File: src/rtl/seq_ctrl_pkg.sv
// Shared types and constants for the sequential control unit.
// Optional memory-op support is enabled by defining CTRL_LDST_EN.
package seq_ctrl_pkg;

  typedef enum logic [2:0] {
    S_IDLE,
    S_FETCH,
    S_DECODE,
    S_LOAD,
    S_CALC,
    S_STORE
`ifdef CTRL_LDST_EN
    , S_MEM
`endif
  } state_t;

  localparam logic [1:0] FMT_R   = 2'b00;
  localparam logic [1:0] FMT_I   = 2'b01;
  localparam logic [1:0] FMT_MEM = 2'b10;
  localparam logic [1:0] FMT_BAD = 2'b11;

  localparam int FMT_LSB = 0;
  localparam int ALU_LSB = 2;
  localparam int IMM_LSB = 5;
  localparam int RS_LSB  = 10;
  localparam int RD_LSB  = 13;

  localparam logic [3:0] MUX_IMM = 4'b1000;
  localparam logic [3:0] MUX_MEM = 4'b1001;

  typedef struct packed {
    logic [1:0] fmt;
    logic [2:0] alu;
    logic [2:0] rd;
    logic [2:0] rs;
    logic [7:0] imm8;
  } fields_t;

endpackage

File: src/rtl/seq_ctrl_decode.sv
// Field extraction and legality check for one 16-bit instruction word.
// Memory-format words are legal only when CTRL_LDST_EN is defined.
import seq_ctrl_pkg::*;

module seq_ctrl_decode #(
  parameter int NUM_REGS = 8
) (
  input  logic [15:0] instr,
  output fields_t     fields,
  output logic        legal
);

  always_comb begin
    fields.fmt  = instr[FMT_LSB +: 2];
    fields.alu  = instr[ALU_LSB +: 3];
    fields.rd   = instr[RD_LSB +: 3];
    fields.rs   = instr[RS_LSB +: 3];
    fields.imm8 = instr[IMM_LSB +: 8];

    legal = 1'b1;
    if (fields.fmt == FMT_BAD) legal = 1'b0;
`ifndef CTRL_LDST_EN
    if (fields.fmt == FMT_MEM) legal = 1'b0;
`endif
    if (int'(fields.rd) >= NUM_REGS) legal = 1'b0;
    // rs overlaps the immediate in I-type words, so it is only range-checked for R-type
    if ((fields.fmt == FMT_R) && (int'(fields.rs) >= NUM_REGS)) legal = 1'b0;
  end

endmodule

File: src/rtl/seq_control_unit.sv
// Multi-cycle control unit: fetch, decode, load, calc, store for a small register datapath.
// Define CTRL_LDST_EN to add the MEM state and the mem_req/mem_we/mem_ack handshake.
import seq_ctrl_pkg::*;

module seq_control_unit #(
  parameter int NUM_REGS = 8,
  parameter int DATA_W   = 16
) (
  input  logic                clk,
  input  logic                reset,
  input  logic                run,
  input  logic [15:0]         d_in,
  output logic                en_i,
  output logic                en_s,
  output logic                en_c,
  output logic [NUM_REGS-1:0] reg_en,
  output logic [2:0]          alu_sel,
  output logic [3:0]          mux_sel,
  output logic [DATA_W-1:0]   imm_val,
  output logic                done,
  output logic                illegal,
  output logic                busy
`ifdef CTRL_LDST_EN
  ,
  output logic                mem_req,
  output logic                mem_we,
  input  logic                mem_ack
`endif
);

  state_t      state_q, state_d;
  logic [15:0] instr_q;
  logic [15:0] dec_word;
  fields_t     f;
  logic        legal;
  logic        is_mem;

  // The legality verdict is needed during DECODE itself, before instr_q holds the word
  assign dec_word = (state_q == S_DECODE) ? d_in : instr_q;

  seq_ctrl_decode #(.NUM_REGS(NUM_REGS)) u_decode (
    .instr  (dec_word),
    .fields (f),
    .legal  (legal)
  );

`ifdef CTRL_LDST_EN
  assign is_mem = (f.fmt == FMT_MEM);
`else
  assign is_mem = 1'b0;
`endif

  always_ff @(posedge clk or negedge reset) begin
    if (!reset) begin
      state_q <= S_IDLE;
      instr_q <= '0;
    end else begin
      state_q <= state_d;
      if (state_q == S_DECODE) instr_q <= d_in;
    end
  end

  always_comb begin
    state_d = state_q;
    case (state_q)
      S_IDLE:   if (run) state_d = S_FETCH;
      S_FETCH:  state_d = S_DECODE;
      S_DECODE: state_d = legal ? S_LOAD : S_IDLE;
      S_LOAD:   state_d = S_CALC;
      S_CALC:   state_d = S_STORE;
`ifdef CTRL_LDST_EN
      S_MEM:    if (mem_ack) state_d = S_STORE;
`endif
      S_STORE:  state_d = run ? S_FETCH : S_IDLE;
      default:  state_d = S_IDLE;
    endcase
`ifdef CTRL_LDST_EN
    if ((state_q == S_CALC) && is_mem) state_d = S_MEM;
`endif
  end

  always_comb begin
    en_i    = 1'b0;
    en_s    = 1'b0;
    en_c    = 1'b0;
    reg_en  = '0;
    alu_sel = '0;
    mux_sel = '0;
    imm_val = '0;
    done    = 1'b0;
    illegal = 1'b0;
    busy    = (state_q != S_IDLE);
`ifdef CTRL_LDST_EN
    mem_req = 1'b0;
    mem_we  = 1'b0;
`endif
    case (state_q)
      S_FETCH: en_i = 1'b1;
      S_DECODE: begin
        illegal = !legal;
        done    = !legal;
      end
      S_LOAD: begin
        en_s    = 1'b1;
        mux_sel = {1'b0, f.rd};
      end
      S_CALC: begin
        en_c    = 1'b1;
        alu_sel = f.alu;
        if (f.fmt == FMT_R) mux_sel = {1'b0, f.rs};
        if (f.fmt == FMT_I) begin
          mux_sel = MUX_IMM;
          imm_val = DATA_W'(signed'(f.imm8));
        end
      end
`ifdef CTRL_LDST_EN
      S_MEM: begin
        mem_req = 1'b1;
        mem_we  = f.alu[0];
        mux_sel = {1'b0, f.rs};
      end
`endif
      S_STORE: begin
        done = 1'b1;
        // A memory store only signals completion; everything else writes rd
        if (!(is_mem && f.alu[0])) reg_en = NUM_REGS'(1) << f.rd;
        if (is_mem && !f.alu[0]) mux_sel = MUX_MEM;
      end
      default: ;
    endcase
  end

endmodule

File: config.mk
export PLATFORM = sky130hd
export DESIGN_NAME = seq_control_unit
export DESIGN_NICKNAME = d
export VERILOG_FILES = /design/src/rtl/seq_ctrl_pkg.sv /design/src/rtl/seq_ctrl_decode.sv /design/src/rtl/seq_control_unit.sv
export SDC_FILE = /design/constraint.sdc
export NUM_CORES = 1
export LEC_CHECK = 0
export ABC_AREA = 0
export ABC_CLOCK_PERIOD_IN_PS = 2700
export CORE_MARGIN = 1.5
export CORE_UTILIZATION = 30
export DETAILED_ROUTE_END_ITERATION = 10
export PLACE_DENSITY_LB_ADDON = 0.1
export SLEW_MARGIN = 40
export SYNTH_ARGS = -nofsm -noshare
export SYNTH_HDL_FRONTEND = slang
export SYNTH_HIERARCHICAL = 1
export SYNTH_SLANG_ARGS = --single-unit
File: constraint.sdc
create_clock -name clk -period 2.7 [get_ports clk]
set_clock_uncertainty 0.1 [all_clocks]
set_input_delay 0.27 -clock clk [delete_from_list [all_inputs] [get_ports clk]]
set_output_delay 0.27 -clock clk [all_outputs]
set_load 0.02 [all_outputs]
==> out/qor.txt, run 1 <==
status = completed
asr flop ratio synth = 100.0%
cell area power density = 921.6 nW/µm²
global-route wire length before repair = 4360 µm
min-delay worst type = input pin to asynchronous set/reset pin
Slew HR = 71.19%
row count = 23
Comb power frac = 58.2%
die width = 67.32 µm
Die Height = 67.32 µm
initial antenna violation count = 0
I/O Buffers = 55
Peak VDD IR = 0.3589 mV
layout cells sized above 1 = 17.61%
# IOs = 56
Syn Area/Cell = 9.930 µm²
RSZ-0062 raised after global routing = true
CTS clk-pin slew, worst paths = 70 ps
syn nets = 144
CTS tree = yes
ys flop type = dfrtp_1
Remaining DRCs = 0
Max Buffers Root-to-Sink = 2
DRT Pass-1 Iters = 3
Post-CTS Setup Bufs = 0
endpoints failing setup = 0
Critical path destination = imm_val[0]
initial drt markers = 14
Gate Count Post-Synth = 125
max-cap violations = 0
vias in the first global route = 928
synth unique cells = 30
GRT overflow = 0
via count = 915
Reg2Reg Setup Slack = 1160 ps
sw frac = 38.83%
RePlAce Congestion = 0.7190
Clk Latency, worst-skew pair = 250 ps
Die ar. = 4532 µm²
Avg Vias per Cell = 4.378
Tot Pwr = 1.570 mW
Clock Sinks = 19
Final min period = 2565 ps
worst hold slack = 389.2 ps
fin cells = 209
cell area after synthesis = 1241 µm²
Yosys reg bits = 19
f_max = 389.8 MHz
GRT Util Overall = 12.97%
total CTS buffers = 3
Pint = 0.9606 mW
setup_tns = 0 ps
largest net degree at the start of global routing = 20
Net Sw Power = 0.6099 mW
Initial Util = 31.03%
Core Area = 4000 µm²
critical path endpoint category = output pin
sequential area share after synthesis = 38.31%
Clock power frac = 12.4%
worst r2r path cells = 5
DP HPWL = 2083 µm
Setup crit start = state_q[0]
yosys warns = 6
crit-path max FO = 6
final worst-path cycle share = 95.01%
reg-to-reg startpoint = state_q[0]
H-Tree Depth = 1
Crit Path Category = flop to output pin
synth-to-layout area growth = 37.30%
wire per inst = 12.82 µm
LEAKAGE = 0.8836 nW
drt total wl = 2679 µm
filler instances = 388
DRT antenna net count = 0
EDFF count, synth = 0
worst path required time = 2330 ps
worst slew pin tran = 432.1 ps
share of power burned in registers = 29.4%
Worst setup SP type = flop
final hold violation count = 0
clk root buf = clkbuf_8
Final Net Count = 179
Worst EP arrival = 2200 ps
Slew Limit Fails = 0
placed cell count = 204
R2R Path End = state_q[0]
ant diodes = 0
==> registers in the layout (all words and copies together) (netlist names) <==
register  count
instr_q      16
state_q       3
==> final cells by class <==
cell class / instances / area (µm²) / area share (%)
timing repair buffer: 64 / 590.6 / 34.65
inverter: 11 / 46.29 / 2.717
sequential: 19 / 475.5 / 27.90
clock buffer: 4 / 45.04 / 2.643
multi-input combinational: 61 / 484.2 / 28.41
tap: 50 / 62.56 / 3.671
==> cells by family after synthesis <==
family          share of synthesized area [%]
compound gates                          3.730
buf+inv                                 24.19
flops                                   38.31
mux                                     14.52
simple gates                            19.25
==> cell usage after synthesis (2+ instances only) <==
cell / instances / area (µm²)
dfrtp_1: 19 / 475.5
and2_1: 4 / 25.02
buf_4: 27 / 202.7
mux2_2: 8 / 90.09
a32o_1: 3 / 30.03
inv_1: 10 / 37.54
nand4bb_1: 2 / 22.52
nor3_1: 10 / 50.05
nand2b_1: 4 / 25.02
buf_6: 3 / 33.78
nor2_1: 9 / 33.78
mux2_1: 8 / 90.09
==> layer usage <==
| layer | routed length [µm] | global-route usage (%) | up-vias |
|---|---|---|---|
| li1 | - | - | 455 |
| met1 | 1193 | 15.15 | 429 |
| met2 | 1308 | 22.90 | 29 |
| met3 | 149 | 2.333 | 2 |
| met4 | 28 | 6.122 | 0 |
| met5 | 0 | 0 | - |
==> metrics by stage <==
stage	setup slack, ps	instance area (µm²)	utilization [%]
5_1_grt	-12.73	1704	42.60
4_1_cts	24.93	1689	42.23
6_report	134.7	1704	42.60
3_5_place_dp	69.68	1667	41.66
2_1_floorplan	121.7	1252	-
3_3_place_gp	117.4	1672	41.79
==> timing repair <==
item / 4_1_cts / 5_1_grt
hold buffers: 1 / 0
endpoints found under the setup margin: 28 / 11
resized for setup: 29 / 11
cloned: 0 / 0
endpoints found under the hold margin: 19 / 0
==> power groups by stage <==
stage | logic (mW) | registers (mW) | clock network [mW]
after detailed placement | 0.929 | 0.469 | 0
after global placement | 0.920 | 0.463 | 0
final | 0.915 | 0.461 | 0.195
after floorplan | 0.866 | 0.462 | 0
after CTS | 0.918 | 0.463 | 0.202
after global routing | 1.02 | 0.478 | 0.215
==> placed cells by master, fill, tap and decap left out, types with 2 or more instances in the layout <==
cell / synthesis / final
dlygate4sd2_1: 0 / 25
nor2_1: 9 / 8
and2_1: 4 / 4
mux2_2: 8 / 8
mux2_1: 8 / 8
clkdlybuf4s15_1: 0 / 2
clkbuf_8: 0 / 3
nand2b_1: 4 / 3
dfrtp_1: 19 / 19
dlymetal6s2s_1: 0 / 3
clkdlybuf4s50_1: 0 / 23
a32o_1: 3 / 3
inv_1: 10 / 10
nor3_1: 10 / 9
buf_4: 27 / 7
nand4bb_1: 2 / 2
==> critical path, cell delays in order, from the launching register on <==
cell and delay [ps]:
dfrtp_1 390, nor3b_2 260, mux2_2 400, nand2b_2 250, buf_4 170, nor3_1 120
dlygate4sd2_1 350
==> how the worst min path moves through the flow <==
stage | start | end | slack [ps] | cells after the start
after floorplan | reset | instr_q[0] | -130 | 0
after global placement | instr_q[7] | instr_q[7] | 360 | 1
after detailed placement | reset | state_q[1] | 140 | 1
after CTS | instr_q[7] | instr_q[7] | 390 | 1
after global routing | instr_q[9] | instr_q[9] | 410 | 1
final | reset | state_q[1] | 390 | 2
Note: power is estimated with default switching activity, not from simulation.
==> run 2, diff against run 1 <==
--- a/config.mk
+++ b/config.mk
@@ -16,3 +16,4 @@
 export SYNTH_HDL_FRONTEND = slang
 export SYNTH_HIERARCHICAL = 1
 export SYNTH_SLANG_ARGS = --single-unit
+export TNS_END_PERCENT = 100
==> results of run 2 <==
Final layout, timing and power as in run 1 (identical DEF).
==> run 3, diff against run 2 <==
--- a/config.mk
+++ b/config.mk
@@ -11,6 +11,7 @@
 export CORE_UTILIZATION = 30
 export DETAILED_ROUTE_END_ITERATION = 10
 export PLACE_DENSITY_LB_ADDON = 0.1
+export SETUP_SLACK_MARGIN = 0.02
 export SLEW_MARGIN = 40
 export SYNTH_ARGS = -nofsm -noshare
 export SYNTH_HDL_FRONTEND = slang
==> run 3 against run 2 <==
- cell count is the same
- sequential cell count is the same
- register-to-register slack is essentially flat
- maximum frequency is essentially flat
- sequential power is essentially flat
- worst hold slack is essentially flat
- first-iteration DRC count shrank 7.1%
- largest cell class unchanged
- critical path depth is the same
- routed wire length grew 0.15%
- combinational power is essentially flat
- count of clock-buffer cells in the layout is the same
- sequential share of layout area grew 0.12 points
==> out/qor.txt, run 3 (synthesized netlist as in run 1, its figures left out) <==
R2R Path End = state_q[0]
Worst setup SP type = flop
GRT Util Overall = 12.97%
crit-path max FO = 6
post-route cell area = 1697 µm²
DRT Pass-1 Iters = 3
Peak VDD IR = 0.3589 mV
critical path endpoint category = output pin
Setup crit start = state_q[0]
RSZ-0062 raised after global routing = true
vias in the first global route = 928
worst r2r path cells = 5
Slowest-stage cell, CP = mux2_2
Pint = 0.9631 mW
Tot Pwr = 1.573 mW
drt total wl = 2683 µm
f_max = 390.0 MHz
synth-to-layout area growth = 36.69%
CP peak stage delay = 400 ps
reg-to-reg startpoint = state_q[0]
worst slew pin tran = 432.7 ps
CP bufs+invs = 2
Slew HR = 71.15%
worst path required time = 2330 ps
Finished Core Util = 42.41%
Die ar. = 4532 µm²
critical path depth in cells = 6
H-Tree Depth = 1
Critical path destination = imm_val[1]
DP HPWL = 2083 µm
RePlAce Congestion = 0.7190
Net Sw Power = 0.6102 mW
die width = 67.32 µm
CP delay by family, top = simple AND/OR/NAND/NOR gates
most frequent cells in the layout = clkdlybuf4s50_1 (23), dlygate4sd2_1 (23), dfrtp_1 (19)
I/O Buffers = 55
max-cap violations = 0
Clock Sinks = 19
Final Net Count = 179
setup_tns = 0 ps
max reg flops = 16
Cell Chain, Critical Path = nor3b_2 -> mux2_2 -> nand2b_2 -> buf_4 -> nor3_1 -> dlygate4sd2_1
Avg Vias per Cell = 4.378
Clk Latency, worst-skew pair = 250 ps
sw frac = 38.79%
row count = 23
GRT overflow = 0
Max Buffers Root-to-Sink = 2
CTS clk-pin slew, worst paths = 70 ps
wire per inst = 12.84 µm
Core Area = 4000 µm²
final hold violation count = 0
Reg2Reg Setup Slack = 1160 ps
placed cell count = 204
Crit Path Category = flop to output pin
Slew Limit Fails = 0
# IOs = 56
initial drt markers = 13
Initial Util = 31.03%
via count = 915
share of power burned in registers = 29.3%
layout cells sized above 1 = 19.50%
final worst-path cycle share = 94.97%
fin cells = 209
initial antenna violation count = 0
min-delay worst type = input pin to asynchronous set/reset pin
global-route wire length before repair = 4360 µm
worst hold slack = 389.2 ps
ant diodes = 0
Worst EP arrival = 2190 ps
cell area power density = 927.3 nW/µm²
min setup slack post-route = 135.9 ps
status = completed
Remaining DRCs = 0
Placement Cell Area = 1667 µm²
total CTS buffers = 3
DRT antenna net count = 0
Clock power frac = 12.4%
CTS tree = yes
Post-CTS Setup Bufs = 0
largest net degree at the start of global routing = 20
Comb power frac = 58.3%
clk root buf = clkbuf_8
Die Height = 67.32 µm
LEAKAGE = 0.8761 nW
Final min period = 2564 ps
largest reg by FF count = instr_q
endpoints failing setup = 0
Top Registers = instr_q: 16 flops, state_q: 3 flops
pre-CTS WS = 69.68 ps
[run 3: layout make-up]
class,instances,area [µm²]
multi-input combinational,61,484.2
tap,50,62.56
fill,391,2303
timing repair buffer,64,583.1
inverter,11,46.29
clock buffer,4,45.04
sequential,19,475.5
[run 3: worst min path at each step]
stage                     from         end  slack [ps]  cells after the start
detailed placement       reset  state_q[1]         140                      1
global route        instr_q[9]  instr_q[9]         410                      1
global placement    instr_q[7]  instr_q[7]         360                      1
finish                   reset  state_q[1]         390                      2
floorplan                reset  instr_q[0]        -130                      0
CTS                 instr_q[7]  instr_q[7]         390                      1
[run 3: power by group through the flow]
stage / Sequential, mW / Combinational, mW / Clock, mW
CTS: 0.463 / 0.918 / 0.202
finish: 0.461 / 0.917 / 0.195
detailed placement: 0.469 / 0.929 / 0
floorplan: 0.462 / 0.866 / 0
global placement: 0.463 / 0.920 / 0
global route: 0.478 / 1.02 / 0.215
[run 3: metal layers]
metal	track usage, %	part of all wire, %	vias to the layer above	wire (µm)
met5	0	0	-	0
met4	6.122	1.0	0	28
met3	2.333	5.5	2	148
met2	22.90	49	29	1309
met1	15.15	45	429	1196
li1	-	-	455	-
[run 3: timing repair]
item | 4_1_cts | 5_1_grt
endpoints found under the setup margin | 28 | 13
hold buffers | 1 | 0
hold endpoints to repair | 19 | 0
gates resized for setup | 29 | 17
[run 3: worst reg2reg max path, stage by stage, from the launching register on]
cell	delay, ps
dfrtp_1	390
nor3b_2	260
mux2_2	400
inv_1	90
nand4bb_1	120
o211ai_1	100
